## src/rtl/uart_rx_param_if.sv

```systemverilog
// uart_rx_param_if: receive-side word handshake between the UART receiver and its consumer
// Signals: data_out (received word), rx_valid (word held), rx_ready (consumer accepts),
//          frame_err / parity_err (flags of the held word), overrun (one-clk dropped-frame pulse)
// Modports: master = receiver, slave = consumer
interface uart_rx_param_if #(parameter int DATA_BITS = 8);
    logic [DATA_BITS-1:0] data_out;
    logic                 rx_valid;
    logic                 rx_ready;
    logic                 frame_err;
    logic                 parity_err;
    logic                 overrun;
    modport master (output data_out, rx_valid, frame_err, parity_err, overrun, input rx_ready);
    modport slave (input data_out, rx_valid, frame_err, parity_err, overrun, output rx_ready);
endinterface

```

## src/rtl/uart_rx_param.sv

```systemverilog
// uart_rx_param: oversampling UART receiver with false-start rejection, framing/parity checks and valid/ready output
// Ports: clk, rst (asynchronous, active-high), baud_tick (one-clk strobe at OVERSAMPLE x baud),
//        data_in (serial line, idle high), rx_if (master side: data_out, rx_valid, frame_err,
//        parity_err, overrun out; rx_ready in)
// Build option: define UART_RX_PARITY_EN to receive and check a parity bit after the data bits.
module uart_rx_param #(
    parameter int DATA_BITS  = 8,
    parameter int OVERSAMPLE = 16,
    parameter int STOP_BITS  = 1,
    parameter int PARITY_ODD = 0
) (
    input  logic            clk,
    input  logic            rst,
    input  logic            baud_tick,
    input  logic            data_in,
    uart_rx_param_if.master rx_if
);
    localparam int TW = $clog2(OVERSAMPLE);
    localparam int BW = $clog2(DATA_BITS);
    if (DATA_BITS < 5 || DATA_BITS > 9 || OVERSAMPLE < 4 || OVERSAMPLE > 64 || OVERSAMPLE % 2 != 0 ||
        STOP_BITS < 1 || STOP_BITS > 2 || PARITY_ODD < 0 || PARITY_ODD > 1) begin : g_bad_param
        $error("uart_rx_param: parameter out of range");
    end
`ifdef UART_RX_PARITY_EN
    typedef enum logic [2:0] {IDLE, START, DATA, PARITY, STOP} state_t;
`else
    typedef enum logic [2:0] {IDLE, START, DATA, STOP} state_t;
`endif
    state_t               state, state_n;
    logic                 sync1, rx;
    logic [TW-1:0]        tick_cnt, tick_n;
    logic [BW-1:0]        bit_idx, bit_n;
    logic                 stop_cnt, stop_n;
    logic [DATA_BITS-1:0] shreg, shreg_n;
    logic                 fe_pend, fe_n;
    logic                 done, done_n;
    logic                 mid, ctr;
`ifdef UART_RX_PARITY_EN
    logic                 pe_pend, pe_n;
`endif
    assign mid = tick_cnt == TW'(OVERSAMPLE / 2 - 1);
    assign ctr = tick_cnt == TW'(OVERSAMPLE - 1);
    always_ff @(posedge clk or posedge rst) begin
        if (rst) begin
            sync1    <= 1'b1;
            rx       <= 1'b1;
            state    <= IDLE;
            tick_cnt <= '0;
            bit_idx  <= '0;
            stop_cnt <= 1'b0;
            shreg    <= '0;
            fe_pend  <= 1'b0;
            done     <= 1'b0;
`ifdef UART_RX_PARITY_EN
            pe_pend  <= 1'b0;
`endif
        end else begin
            sync1    <= data_in;
            rx       <= sync1;
            state    <= state_n;
            tick_cnt <= tick_n;
            bit_idx  <= bit_n;
            stop_cnt <= stop_n;
            shreg    <= shreg_n;
            fe_pend  <= fe_n;
            done     <= done_n;
`ifdef UART_RX_PARITY_EN
            pe_pend  <= pe_n;
`endif
        end
    end
    // Edge detection in IDLE runs every clk; all later steps advance only on baud_tick.
    always_comb begin
        state_n = state;
        tick_n  = tick_cnt;
        bit_n   = bit_idx;
        stop_n  = stop_cnt;
        shreg_n = shreg;
        fe_n    = fe_pend;
        done_n  = 1'b0;
`ifdef UART_RX_PARITY_EN
        pe_n    = pe_pend;
`endif
        if (state == IDLE) begin
            if (!rx) begin
                state_n = START;
                tick_n  = '0;
            end
        end else if (baud_tick) begin
            tick_n = tick_cnt + 1'b1;
            case (state)
                START: if (mid) begin
                    tick_n  = '0;
                    bit_n   = '0;
                    stop_n  = 1'b0;
                    fe_n    = 1'b0;
                    state_n = rx ? IDLE : DATA;
                end
                DATA: if (ctr) begin
                    tick_n           = '0;
                    shreg_n[bit_idx] = rx;
                    bit_n            = bit_idx + 1'b1;
                    if (bit_idx == BW'(DATA_BITS - 1)) begin
                        bit_n = '0;
`ifdef UART_RX_PARITY_EN
                        state_n = PARITY;
`else
                        state_n = STOP;
`endif
                    end
                end
`ifdef UART_RX_PARITY_EN
                PARITY: if (ctr) begin
                    tick_n  = '0;
                    pe_n    = ^shreg ^ rx ^ (PARITY_ODD != 0);
                    state_n = STOP;
                end
`endif
                // Leaving at the centre of the last stop bit leaves half a bit to catch the next start edge.
                STOP: if (ctr) begin
                    tick_n = '0;
                    fe_n   = fe_pend | ~rx;
                    stop_n = stop_cnt + 1'b1;
                    if (stop_cnt == 1'(STOP_BITS - 1)) begin
                        state_n = IDLE;
                        done_n  = 1'b1;
                    end
                end
                default: ;
            endcase
        end
    end
    // A finished frame loads only if the holding slot is empty or being emptied this cycle.
    always_ff @(posedge clk or posedge rst) begin
        if (rst) begin
            rx_if.data_out  <= '0;
            rx_if.rx_valid  <= 1'b0;
            rx_if.frame_err <= 1'b0;
            rx_if.overrun   <= 1'b0;
`ifdef UART_RX_PARITY_EN
            rx_if.parity_err <= 1'b0;
`endif
        end else begin
            rx_if.overrun <= 1'b0;
            if (done && (!rx_if.rx_valid || rx_if.rx_ready)) begin
                rx_if.data_out  <= shreg;
                rx_if.frame_err <= fe_pend;
                rx_if.rx_valid  <= 1'b1;
`ifdef UART_RX_PARITY_EN
                rx_if.parity_err <= pe_pend;
`endif
            end else if (done) begin
                rx_if.overrun <= 1'b1;
            end else if (rx_if.rx_valid && rx_if.rx_ready) begin
                rx_if.rx_valid <= 1'b0;
            end
        end
    end
`ifndef UART_RX_PARITY_EN
    assign rx_if.parity_err = 1'b0;
`endif
endmodule

```

## src/flat_wrapper.sv

```systemverilog
// flat-port wrapper written by rule: the top's interface ports become plain ports
module uart_rx_param_flat 
#(
    parameter int DATA_BITS  = 8,
    parameter int OVERSAMPLE = 16,
    parameter int STOP_BITS  = 1,
    parameter int PARITY_ODD = 0
)
  (clk, rst, baud_tick, data_in, rx_if_data_out, rx_if_rx_valid, rx_if_frame_err, rx_if_parity_err, rx_if_overrun, rx_if_rx_ready);
  uart_rx_param_if #(.DATA_BITS(DATA_BITS)) rx_if_i ();
  input  logic clk;
  input  logic rst;
  input  logic baud_tick;
  input  logic data_in;
  output wire logic [$bits(rx_if_i.data_out)-1:0] rx_if_data_out;
  output wire logic [$bits(rx_if_i.rx_valid)-1:0] rx_if_rx_valid;
  output wire logic [$bits(rx_if_i.frame_err)-1:0] rx_if_frame_err;
  output wire logic [$bits(rx_if_i.parity_err)-1:0] rx_if_parity_err;
  output wire logic [$bits(rx_if_i.overrun)-1:0] rx_if_overrun;
  input wire logic [$bits(rx_if_i.rx_ready)-1:0] rx_if_rx_ready;
  assign rx_if_data_out = rx_if_i.data_out;
  assign rx_if_rx_valid = rx_if_i.rx_valid;
  assign rx_if_frame_err = rx_if_i.frame_err;
  assign rx_if_parity_err = rx_if_i.parity_err;
  assign rx_if_overrun = rx_if_i.overrun;
  assign rx_if_i.rx_ready = rx_if_rx_ready;
  uart_rx_param #(.DATA_BITS(DATA_BITS), .OVERSAMPLE(OVERSAMPLE), .STOP_BITS(STOP_BITS), .PARITY_ODD(PARITY_ODD)) u_core (.clk(clk), .rst(rst), .baud_tick(baud_tick), .data_in(data_in), .rx_if(rx_if_i));
endmodule
```

## config.mk

```make
export PLATFORM = sky130hd
export DESIGN_NAME = uart_rx_param_flat
export DESIGN_NICKNAME = d
export VERILOG_FILES = /design/src/rtl/uart_rx_param_if.sv /design/src/rtl/uart_rx_param.sv /design/src/flat_wrapper.sv
export SDC_FILE = /design/constraint.sdc
export NUM_CORES = 1
export LEC_CHECK = 0
export ABC_AREA = 0
export BUFFER_PORTS_ARGS = -buffer_cell sky130_fd_sc_hd__buf_4
export CORE_MARGIN = 10
export CORE_UTILIZATION = 57
export DETAILED_ROUTE_END_ITERATION = 10
export GPL_ROUTABILITY_DRIVEN = 0
export GPL_TIMING_DRIVEN = 1
export PLACE_DENSITY = 0.9
export SLEW_MARGIN = 5
export SYNTH_ARGS = -nofsm -noshare
export SYNTH_HDL_FRONTEND = slang
export SYNTH_SLANG_ARGS = --single-unit
```

## constraint.sdc

```tcl
create_clock -name clk -period 1.9 [get_ports clk]
set_input_delay 0.19 -clock clk [delete_from_list [all_inputs] [get_ports clk]]
set_output_delay 0.19 -clock clk [all_outputs]
set_load 0.03 [all_outputs]
```

# ---- Yosys cells after proc, flatten, opt, wreduce, memory -nomap -nowiden
# Index checks and enable logic that the tools add are counted.
dict set report word_totals {
  ff_bits 34
  input_bits 5
  out_inout_bits 12
  wordCells 93
}
dict set report op_classes {
  addsub 3
  n_lt_le_gt_ge 2
  eq_ne 16
  n_mux 38
  bitwise_logic 3
  n_reduce_logical 18
}
# op count
set op_table {}
lappend op_table {{$mux 3} 11}
lappend op_table {{$mux 4} 5}
lappend op_table {{$mux 1} 14}
lappend op_table {{$ne 3x1->1 const B} 4}
lappend op_table {{$reduce_and 5->1} 2}
lappend op_table {{$pmux 3 s3} 1}
lappend op_table {{$bwmux 8} 1}
lappend op_table {{$pmux 4 s2} 1}
lappend op_table {{$reduce_and 8->1} 1}
lappend op_table {{$reduce_bool 2->1} 4}
lappend op_table {{$eq 3x2->1 const B} 2}
lappend op_table {{$ne 2x1->1 const B} 3}
lappend op_table {{$pmux 3 s2} 1}
lappend op_table {{$add 4x1->4 const B} 1}
lappend op_table {{$eq 4x3->1 const B} 1}
lappend op_table {{$eq 4x4->1 const B} 1}
lappend op_table {{$lt 3x4->1 const B} 1}
lappend op_table {{$ne 2x2->1 const B} 2}
lappend op_table {{$pmux 1 s2} 2}
lappend op_table {{$reduce_and 2->1} 2}
lappend op_table {{$reduce_and 4->1} 1}
lappend op_table {{$reduce_bool 4->1} 1}
lappend op_table {{$add 3x1->3 const B} 1}
lappend op_table {{$demux 1 s3} 1}
lappend op_table {{13 further kinds} 16}

# ---- Logic depth before layout (Yosys ltp)
# Gate-level depths: netlist (run 1).
dict set report logic_depth {
  depth_word 6
  ltp_mapped 5
}

# ---- Least setup slack after synthesis (run 1)
# OpenSTA, ideal clock, no wires.
dict set report synth_timing {
  path_type {reg2reg}
  start {register u_core.tick_cnt[0]}
  end {register u_core.shreg[1]}
  arrival_time_ns 1.377
  required_time_ns 1.772
  path_slack_ns 0.396
  stages_incl_launch_ff 6
  synth_period_minus_slack_ns 1.504
  path_cell_list {dfrtp_1 > ha_1 > buf_4 > nand3_2 > nor4_1 > mux2_1}
}
dict set report synth_between {
  elab_chain_len 2
}
# element line_no
set synth_lines {}
lappend synth_lines {{from (decl)} uart_rx_param.sv:31} ;# logic [TW-1:0] tick_cnt, tick_n;
lappend synth_lines {{from (signal assigned)} uart_rx_param.sv:61} ;# tick_cnt <= tick_n;
lappend synth_lines {{$eq 4x4->1} uart_rx_param.sv:42} ;# assign ctr = tick_cnt == TW'(OVERSAMPLE - 1);
lappend synth_lines {{$reduce_and 4->1 (no line)} n/a}
lappend synth_lines {{to (signal assigned)} uart_rx_param.sv:64} ;# shreg <= shreg_n;
lappend synth_lines {{to (decl)} uart_rx_param.sv:34} ;# logic [DATA_BITS-1:0] shreg, shreg_n;
# No other way between the ends.
# A chain may end at the register's enable or synchronous reset.

# ---- Worst setup path in the final report (run 1)
dict set report layout_timing {
  start {register u_core.tick_cnt[0]}
  end {register u_core.shreg[2]}
}
# Same word-level chain as after synthesis.

==> results.py, run 1 <==
metrics = {
    "worst_setup_path": {
        "cp_cell_sequence": "ha_2, nand3_2, nor4_1, mux2_1",
        "startpoint_type": "flip-flop",
        "cp_slowest_cell": "dfrtp_1",
        "r2r_cells": 4,
        "worstSetupPathType": "flip-flop to flip-flop",
        "cp_max_fo": 9,
        "required_ns": 2.12,
        "critPathBufInv": 0,
        "rrSetupSlack_ns": 0.18,
        "cp_top_family": "simple AND/OR/NAND/NOR gates",
        "cp-end-kind": "flip-flop",
        "timing.rr.end": "u_core.shreg[2]",
        "critPathMaxStageDelay_ns": 0.41,
        "r2r_start": "u_core.tick_cnt[0]",
        "arrival_ns": 1.94,
    },
    "global_routing": {
        "grt_pass1_wl_um": 5190,
        "grt.busiest_layer": "met2",
        "grt_max_degree": 34,
        "overflow": 0,
        "grt_use_met3": 0.0431,
        "antenna_found_initial": 0,
        "track_usage": 0.121,
        "met1_usage": 0.141,
        "grt_pass1_vias": 1104,
        "met2_usage": 0.190,
    },
    "floorplanning": {
        "initial_core_util": 0.594,
        "fp.coreArea_um2": 2730,
        "ios": 17,
        "core.rowCount": 19,
        "dieArea_um2": 5380,
        "chipHeight_um": 73.4,
        "die_w_um": 73.4,
    },
    "hold_path": {
        "hold_depth": 3,
        "min-delay-start": "rx_if_rx_ready",
        "hold_path_class": "primary input to flip-flop",
        "whs_endpoint": "u_core.rx_if.overrun",
    },
    "synth": {
        "netlist_top_cells_count": "dfrtp_1, mux2_1, mux2_2, nand2_1, nor4_1",
        "synth_cell_types": 43,
        "synth-seq-cells": 33,
        "syn_nets": 146,
        "yosys_warnings": 0,
        "yosys-top-cells-area": "dfrtp_1, mux2_1, mux2_2, dfstp_2, nor4_1",
        "syn_inst": 138,
        "syn_area_um2": 1620,
        "yosysTopAreaCell": "dfrtp_1",
        "ys_seq_area_frac": 0.510,
        "synth-edff-count": 0,
        "synth_area_per_cell_um2": 11.8,
        "synth_most_common_cell": "dfrtp_1",
        "synth-main-ff-cell": "dfrtp_1",
        "yosysTopAreaCellShare": 0.478,
        "async_flop_share": 1.00,
    },
    "timing": {
        "hold_violations": 0,
        "period_minus_slack_ns": 1.72,
        "fmax_ghz": 0.582,
        "rsz0062_at_grt": "false",
        "post-route-period-util": 0.905,
        "finalClockSkew_ns": 0.00694,
        "setup_tns_ns": 0,
        "slew_violations": 0,
        "setup_violations": 0,
    },
    "cells_and_area": {
        "multi_input_area_um2": 734,
        "drive_gt1_frac": 0.276,
        "area_growth_pct": 14.4,
        "final_area_um2": 1860,
        "seqCellArea_um2": 828,
        "finalNetCount": 163,
        "n_antenna_cell": 0,
        "fillCellCount": 189,
    },
    "pwr": {
        "power_leakage_nw": 0.905,
        "max-vdd-ir-drop_mv": 0.821,
        "powerDensity_nw_per_um2": 1080,
    },
    "clock_tree": {
        "cts_buffers": 5,
        "cts_setup_buffers": 0,
        "cts_root_buf": "clkbuf_4",
        "cts.sinks": 33,
        "clk_pin_slew_ns": 0.10,
        "clockBufferDepth": 2,
        "cts_tree": "built",
        "clk_latency_ns": 0.34,
        "htreeDepth": 2,
    },
    "detailed_routing": {
        "vias": 1125,
        "wire_per_inst_um": 16.4,
        "first_pass_iters": 4,
        "drc": 0,
        "routed_via_density": 6.02,
        "routed_wl_um": 3070,
        "postRouteAntennaNets": 0,
        "drtIter0Drc": 61,
    },
    "placed_design": {
        "portBuffers": 15,
        "placed_cell_area_um2": 1730,
        "dp_hpwl_um": 2130,
    },
    "status": {
        "run_status": "finished clean",
    },
    "job": {
        "drv_cap": 0,
    },
}
==> flip-flops by register name, summed over array words and instances (netlist names) <==
name,flops
u_core.rx,1
u_core.state,2
u_core.rx_if.overrun,1
u_core.rx_if.rx_valid,1
u_core.rx_if.data_out,8
u_core.shreg,8
u_core.tick_cnt,4
u_core.done,1
u_core.stop_cnt,1
u_core.fe_pend,1
u_core.rx_if.frame_err,1
u_core.bit_idx,3
u_core.sync1,1
==> power by group <==
group | internal, mW | total [mW] | switching (mW)
clock | 0.313 | 0.559 | 0.246
combinational | 0.212 | 0.444 | 0.232
sequential | 0.806 | 0.998 | 0.192
==> worst max path at each step <==
stage	to	depth (start not counted)	start
floorplan	u_core.shreg[1]	5	u_core.tick_cnt[0]
global placement	u_core.shreg[1]	4	u_core.tick_cnt[0]
detailed placement	u_core.shreg[2]	4	u_core.tick_cnt[0]
CTS	u_core.shreg[6]	4	u_core.tick_cnt[0]
global route	u_core.shreg[2]	4	u_core.tick_cnt[1]
finish	u_core.shreg[2]	4	u_core.tick_cnt[0]
==> per-stage QoR <==
stage | setup WS, ns | total power [mW] | hold slack, ns | std cells | utilization
global route | 0.0329 | 2.12 | 0.144 | 187 | 0.679
detailed placement | 0.114 | 1.43 | 0.300 | 177 | 0.634
floorplan | 0.396 | 1.35 | 0.194 | 138 | -
CTS | 0.0796 | 1.99 | 0.136 | 187 | 0.674
finish | 0.181 | 2.00 | 0.144 | 187 | 0.679
global placement | 0.193 | 1.40 | 0.296 | 177 | 0.634
==> what timing repair did <==
item | 4_1_cts | 5_1_grt
endpoints found under the setup margin | 0 | 5
hold buffers | 2 | 0
gates resized for setup | 0 | 3
endpoints found under the hold margin | 32 | 0
==> layout make-up <==
type / instances / area share
Timing Repair Buffer: 19 / 0.0795
Inverter: 5 / 0.0101
Multi-Input combinational cell: 91 / 0.396
Clock buffer: 6 / 0.0276
Clock inverter: 2 / 0.0202
Tap cell: 31 / 0.0209
Sequential cell: 33 / 0.446
==> tightest hold or removal path, cell delays in order <==
cell and delay (ns):
buf_4 0.07, nand2b_1 0.13, nor2_1 0.06
==> kinds of logic (layout without fill, tap and decap cells) <==
group / after synthesis / count (layout) / synth area share
buf+inv: 14 / 32 / 0.0463
compound gates: 22 / 22 / 0.101
xor+xnor: 1 / 1 / 0.00540
mux: 21 / 21 / 0.144
flops: 33 / 33 / 0.510
other cells: 1 / 1 / 0.00231
fa+ha+maj: 3 / 3 / 0.0231
simple gates: 43 / 43 / 0.167
==> layer usage <==
layer,vias to the layer above,routed length (µm)
met1,563,1340
met3,7,148
met5,-,0
li1,536,-
met4,0,53
met2,19,1530
==> layout by cell type (no fill, tap or decap), drive strengths merged, types with 3 or more instances in the layout <==
cell     n
dfrtp   31
mux2    19
buf     17
nand2    8
nor4     7
clkbuf   6
inv      5
nor2     5
o21ai    5
nand2b   4
nand3b   4
a21o     3
nand3    3
nand4    3
ha       3
Note: power is estimated with default switching activity, not from simulation.
==> run 2: changes to the inputs <==
--- a/config.mk
+++ b/config.mk
@@ -13,6 +13,7 @@
 export GPL_ROUTABILITY_DRIVEN = 0
 export GPL_TIMING_DRIVEN = 1
 export PLACE_DENSITY = 0.9
+export REMOVE_ABC_BUFFERS = 1
 export SLEW_MARGIN = 5
 export SYNTH_ARGS = -nofsm -noshare
 export SYNTH_HDL_FRONTEND = slang
==> run 2 against run 1 <==
Global-route usage grew 0.94 points. Core utilization shrank 0.37 points. Total power hardly changed. Critical endpoint is now u_core.shreg[5]. Largest cell class unchanged.
==> results.py, run 2 (synthesized netlist as in run 1, its figures left out) <==
metrics = {
    "placed_design": {
        "dp_cells": 178,
        "dp_slack_ns": 0.212,
        "placed_cell_area_um2": 1740,
        "dp_hpwl_um": 2150,
        "portBuffers": 15,
    },
    "floorplanning": {
        "dieArea_um2": 5380,
        "initial_core_util": 0.594,
        "core.rowCount": 19,
        "fp.coreArea_um2": 2730,
        "ios": 17,
        "chipHeight_um": 73.4,
        "die_w_um": 73.4,
    },
    "clock_tree": {
        "cts.sinks": 33,
        "clockBufferDepth": 2,
        "clk_pin_slew_ns": 0.10,
        "cts_buffers": 5,
        "htreeDepth": 2,
        "clk_latency_ns": 0.34,
        "cts_tree": "built",
        "cts_root_buf": "clkbuf_4",
    },
    "worst_setup_path": {
        "cp-end-kind": "flip-flop",
        "cp_slowest_cell": "dfrtp_1",
        "timing.rr.end": "u_core.shreg[5]",
        "rrSetupSlack_ns": 0.19,
        "r2r_cells": 4,
        "endpoint": "u_core.shreg[5]",
        "cp_cell_sequence": "ha_1, nand3_2, nor4_1, mux2_1",
        "required_ns": 2.13,
        "critPathMaxStageDelay_ns": 0.43,
        "cp_max_fo": 6,
        "r2r_start": "u_core.tick_cnt[0]",
        "arrival_ns": 1.94,
        "worstSetupPathType": "flip-flop to flip-flop",
        "startpoint_type": "flip-flop",
        "worstSetupStartpoint": "u_core.tick_cnt[0]",
    },
    "status": {
        "run_status": "finished clean",
    },
    "cells_and_area": {
        "finalNetCount": 164,
        "final_area_um2": 1850,
        "top_regs": "u_core.rx_if.data_out: 8 flops, u_core.shreg: 8 flops, u_core.tick_cnt: 4 flops",
        "area_growth_pct": 13.8,
        "n_antenna_cell": 0,
        "final_common_cell": "dfrtp_1",
        "drive_gt1_frac": 0.261,
        "layout_common_cells": "dfrtp_1, buf_4, mux2_1, mux2_2, nand2_1",
        "final_cells": 188,
        "fillCellCount": 215,
    },
    "detailed_routing": {
        "routed_wl_um": 3110,
        "drc": 0,
        "first_pass_iters": 4,
        "routed_via_density": 6.09,
        "vias": 1144,
        "drtIter0Drc": 65,
        "postRouteAntennaNets": 0,
        "wire_per_inst_um": 16.5,
    },
    "pwr": {
        "powerDensity_nw_per_um2": 1080,
        "max-vdd-ir-drop_mv": 1.19,
        "power_mw": 2.00,
        "power_leakage_nw": 0.912,
    },
    "timing": {
        "slew_headroom": 0.673,
        "layout_setup_ws_ns": 0.195,
        "setup_tns_ns": 0,
        "rsz0062_at_grt": "false",
        "period_minus_slack_ns": 1.71,
        "worst_slew_pin_slew_ns": 0.478,
        "hold_violations": 0,
        "finalClockSkew_ns": 0.0134,
        "setup_violations": 0,
        "slew_violations": 0,
        "post-route-period-util": 0.898,
        "fmax_ghz": 0.586,
    },
    "global_routing": {
        "track_usage": 0.131,
        "overflow": 0,
        "grt_pass1_wl_um": 5460,
        "grt_pass1_vias": 1182,
        "grt_max_degree": 34,
        "antenna_found_initial": 0,
    },
    "hold_path": {
        "hold_path_class": "primary input to flip-flop",
    },
    "job": {
        "drv_cap": 0,
    },
}
## run 2: what timing repair did
action                                 4_1_cts  5_1_grt
setup endpoints to repair                    0        1
endpoints found under the hold margin       32        0
hold buffers                                 2        0
setup buffers                                0        0
resized for setup                            0        1
## run 2: how the worst min path moves through the flow
| stage | from | endpoint | cells past startpoint |
|---|---|---|---|
| after global placement | rst | u_core.rx_if.data_out[3] | 3 |
| after floorplan | data_in | u_core.sync1 | 0 |
| after CTS | rx_if_rx_ready | u_core.rx_if.overrun | 3 |
| after global routing | rx_if_rx_ready | u_core.rx_if.overrun | 3 |
| final | rx_if_rx_ready | u_core.rx_if.overrun | 3 |
| after detailed placement | data_in | u_core.sync1 | 1 |
## run 2: final cells by class
type | instances | area, µm² | area share
Clock buffer | 7 | 55.1 | 0.0298
Clock inverter | 1 | 30.0 | 0.0163
Inverter | 5 | 18.8 | 0.0102
Multi-Input combinational cell | 91 | 719 | 0.390
Sequential cell | 33 | 830 | 0.449
Tap cell | 31 | 38.8 | 0.0210
Timing Repair Buffer | 20 | 155 | 0.0840
## run 2: metrics by stage
stage	hold slack [ns]	util
final	0.155	0.676
after global routing	0.151	0.676
after CTS	0.133	0.675
after detailed placement	0.300	0.637
after global placement	0.296	0.637
after floorplan	0.194	-
## run 2: routing by layer
layer,up-vias,part of all wire,GRT usage
li1,538,-,-
met5,-,0,0
met3,10,0.053,0.0565
met4,0,0.033,0.0745
met1,560,0.41,0.142
met2,36,0.50,0.209
## run 2: power by group
part / internal, mW / total, mW / leakage (nW) / switching (mW)
registers: 0.808 / 1.00 / 0.430 / 0.195
logic: 0.213 / 0.454 / 0.436 / 0.241
clock network: 0.314 / 0.542 / 0.0455 / 0.227
total: 1.34 / 2.00 / 0.912 / 0.663
## run 2: critical path, delay by kind of cell (launching register included)
family / cells / cell delay [ns]
multiplexers: 1 / 0.36
adder cells (fa/ha/maj): 1 / 0.28
AND/OR/NAND/NOR: 2 / 0.55
flip-flops: 1 / 0.43
==> run 3: changes to the inputs <==
--- a/config.mk
+++ b/config.mk
@@ -13,6 +13,7 @@
 export GPL_ROUTABILITY_DRIVEN = 0
 export GPL_TIMING_DRIVEN = 1
 export PLACE_DENSITY = 0.9
+export RECOVER_POWER = 25
 export REMOVE_ABC_BUFFERS = 1
 export SLEW_MARGIN = 5
 export SYNTH_ARGS = -nofsm -noshare
==> run 3 against run 2 <==
Clock skew hardly changed. Critical path depth stayed put. First-iteration DRC count is 6.2% higher. Global-route usage stayed put. Clock power hardly changed. Die area stayed put. Hold slack hardly changed. Critical endpoint unchanged.
==> results.py, run 3 (synthesized netlist as in run 1, its figures left out) <==
metrics = {
    "clock_tree": {
        "clockBufferDepth": 2,
        "cts_buffers": 5,
        "clk_latency_ns": 0.34,
        "cts.sinks": 33,
        "clk_pin_slew_ns": 0.10,
        "htreeDepth": 2,
        "cts_root_buf": "clkbuf_4",
        "cts_tree": "built",
        "cts_setup_buffers": 0,
    },
    "hold_path": {
        "min-delay-start": "rx_if_rx_ready",
        "hold_path_class": "primary input to flip-flop",
    },
    "detailed_routing": {
        "first_pass_iters": 4,
        "postRouteAntennaNets": 0,
        "wire_per_inst_um": 16.5,
        "routed_via_density": 6.09,
        "routed_wl_um": 3100,
        "drtIter0Drc": 69,
        "drc": 0,
        "vias": 1144,
    },
    "cells_and_area": {
        "fillCellCount": 215,
        "final_cells": 188,
        "final_common_cell": "dfrtp_1",
        "area_growth_pct": 13.6,
        "drive_gt1_frac": 0.261,
        "top_regs": "u_core.rx_if.data_out: 8 flops, u_core.shreg: 8 flops, u_core.tick_cnt: 4 flops",
        "seqCellArea_um2": 830,
        "finalNetCount": 164,
        "n_antenna_cell": 0,
        "layout_common_cells": "dfrtp_1, buf_4, mux2_1, mux2_2, nand2_1",
        "multi_input_area_um2": 719,
    },
    "floorplanning": {
        "initial_core_util": 0.594,
        "die_w_um": 73.4,
        "dieArea_um2": 5380,
        "fp.coreArea_um2": 2730,
        "ios": 17,
        "core.rowCount": 19,
        "chipHeight_um": 73.4,
    },
    "timing": {
        "period_minus_slack_ns": 1.71,
        "slew_violations": 0,
        "finalClockSkew_ns": 0.0134,
        "post-route-period-util": 0.898,
        "hold_violations": 0,
        "rsz0062_at_grt": "false",
        "setup_tns_ns": 0,
        "fmax_ghz": 0.586,
        "worst_slew_pin_slew_ns": 0.777,
        "layout_setup_ws_ns": 0.195,
        "whs_ns": 0.155,
        "slew_headroom": 0.482,
        "setup_violations": 0,
    },
    "worst_setup_path": {
        "arrival_ns": 1.94,
        "worstSetupStartpoint": "u_core.tick_cnt[0]",
        "cp_max_fo": 6,
        "r2r_start": "u_core.tick_cnt[0]",
        "worstSetupPathType": "flip-flop to flip-flop",
        "startpoint_type": "flip-flop",
        "cp_slowest_cell": "dfrtp_1",
        "required_ns": 2.13,
        "critPathMaxStageDelay_ns": 0.43,
        "cp_cell_sequence": "ha_1, nand3_2, nor4_1, mux2_1",
        "cp-end-kind": "flip-flop",
    },
    "global_routing": {
        "grt_max_degree": 34,
        "grt_pass1_wl_um": 5460,
        "overflow": 0,
        "antenna_found_initial": 0,
        "grt_pass1_vias": 1182,
        "track_usage": 0.131,
    },
    "placed_design": {
        "portBuffers": 15,
        "dp_cells": 178,
        "dp_slack_ns": 0.212,
        "dp_hpwl_um": 2150,
    },
    "pwr": {
        "power_mw": 2.00,
        "power_leakage_nw": 0.911,
        "powerDensity_nw_per_um2": 1080,
        "max-vdd-ir-drop_mv": 1.19,
    },
    "job": {
        "drv_cap": 0,
    },
    "status": {
        "run_status": "finished clean",
    },
}
==> run 3: final cells by class <==
type | count | area share
inverter | 5 | 0.0102
clock buffer | 7 | 0.0299
sequential | 33 | 0.450
timing repair buffer | 20 | 0.0828
clock inverter | 1 | 0.0163
tap | 31 | 0.0210
multi-input combinational | 91 | 0.390
==> run 3: critical path: cells and delay by family, from the launching register on <==
family                     cells  cell delay (ns)
muxes                          1             0.36
DFF                            1             0.43
and+or+nand+nor                2             0.55
adders and majority gates      1             0.28
==> run 3: metal layers <==
metal | wire length (µm) | global-route usage
met5 | 0 | 0
met1 | 1270 | 0.142
met3 | 166 | 0.0565
met2 | 1560 | 0.209
met4 | 102 | 0.0745
==> run 3: metrics by stage <==
| step | util | area, µm² |
|---|---|---|
| after floorplan | - | 1570 |
| after global placement | 0.637 | 1740 |
| after detailed placement | 0.637 | 1740 |
| after CTS | 0.675 | 1850 |
| after global routing | 0.675 | 1840 |
| final | 0.675 | 1840 |
==> run 3: final timing paths <==
path,endpoint,slack [ns],cells past startpoint
hold reg to reg,u_core.rx,0.36,0
setup / recovery,u_core.shreg[5],0.19,4
hold / removal,u_core.rx_if.overrun,0.15,3
min in group asynchronous,u_core.shreg[7],0.63,4
setup reg to reg,u_core.shreg[5],0.19,4
max in group asynchronous,u_core.state[1],0.72,4
==> run 3: repair_timing <==
action | CTS | global route
setup endpoints to repair | 0 | 1
hold buffers | 2 | 0
endpoints found under the hold margin | 32 | 0
gates resized for setup | 0 | 1
==> run 3: power breakdown <==
part	total [mW]	switching (mW)	internal, mW
logic	0.453	0.241	0.212
clock network	0.542	0.227	0.314
registers	1.00	0.195	0.808
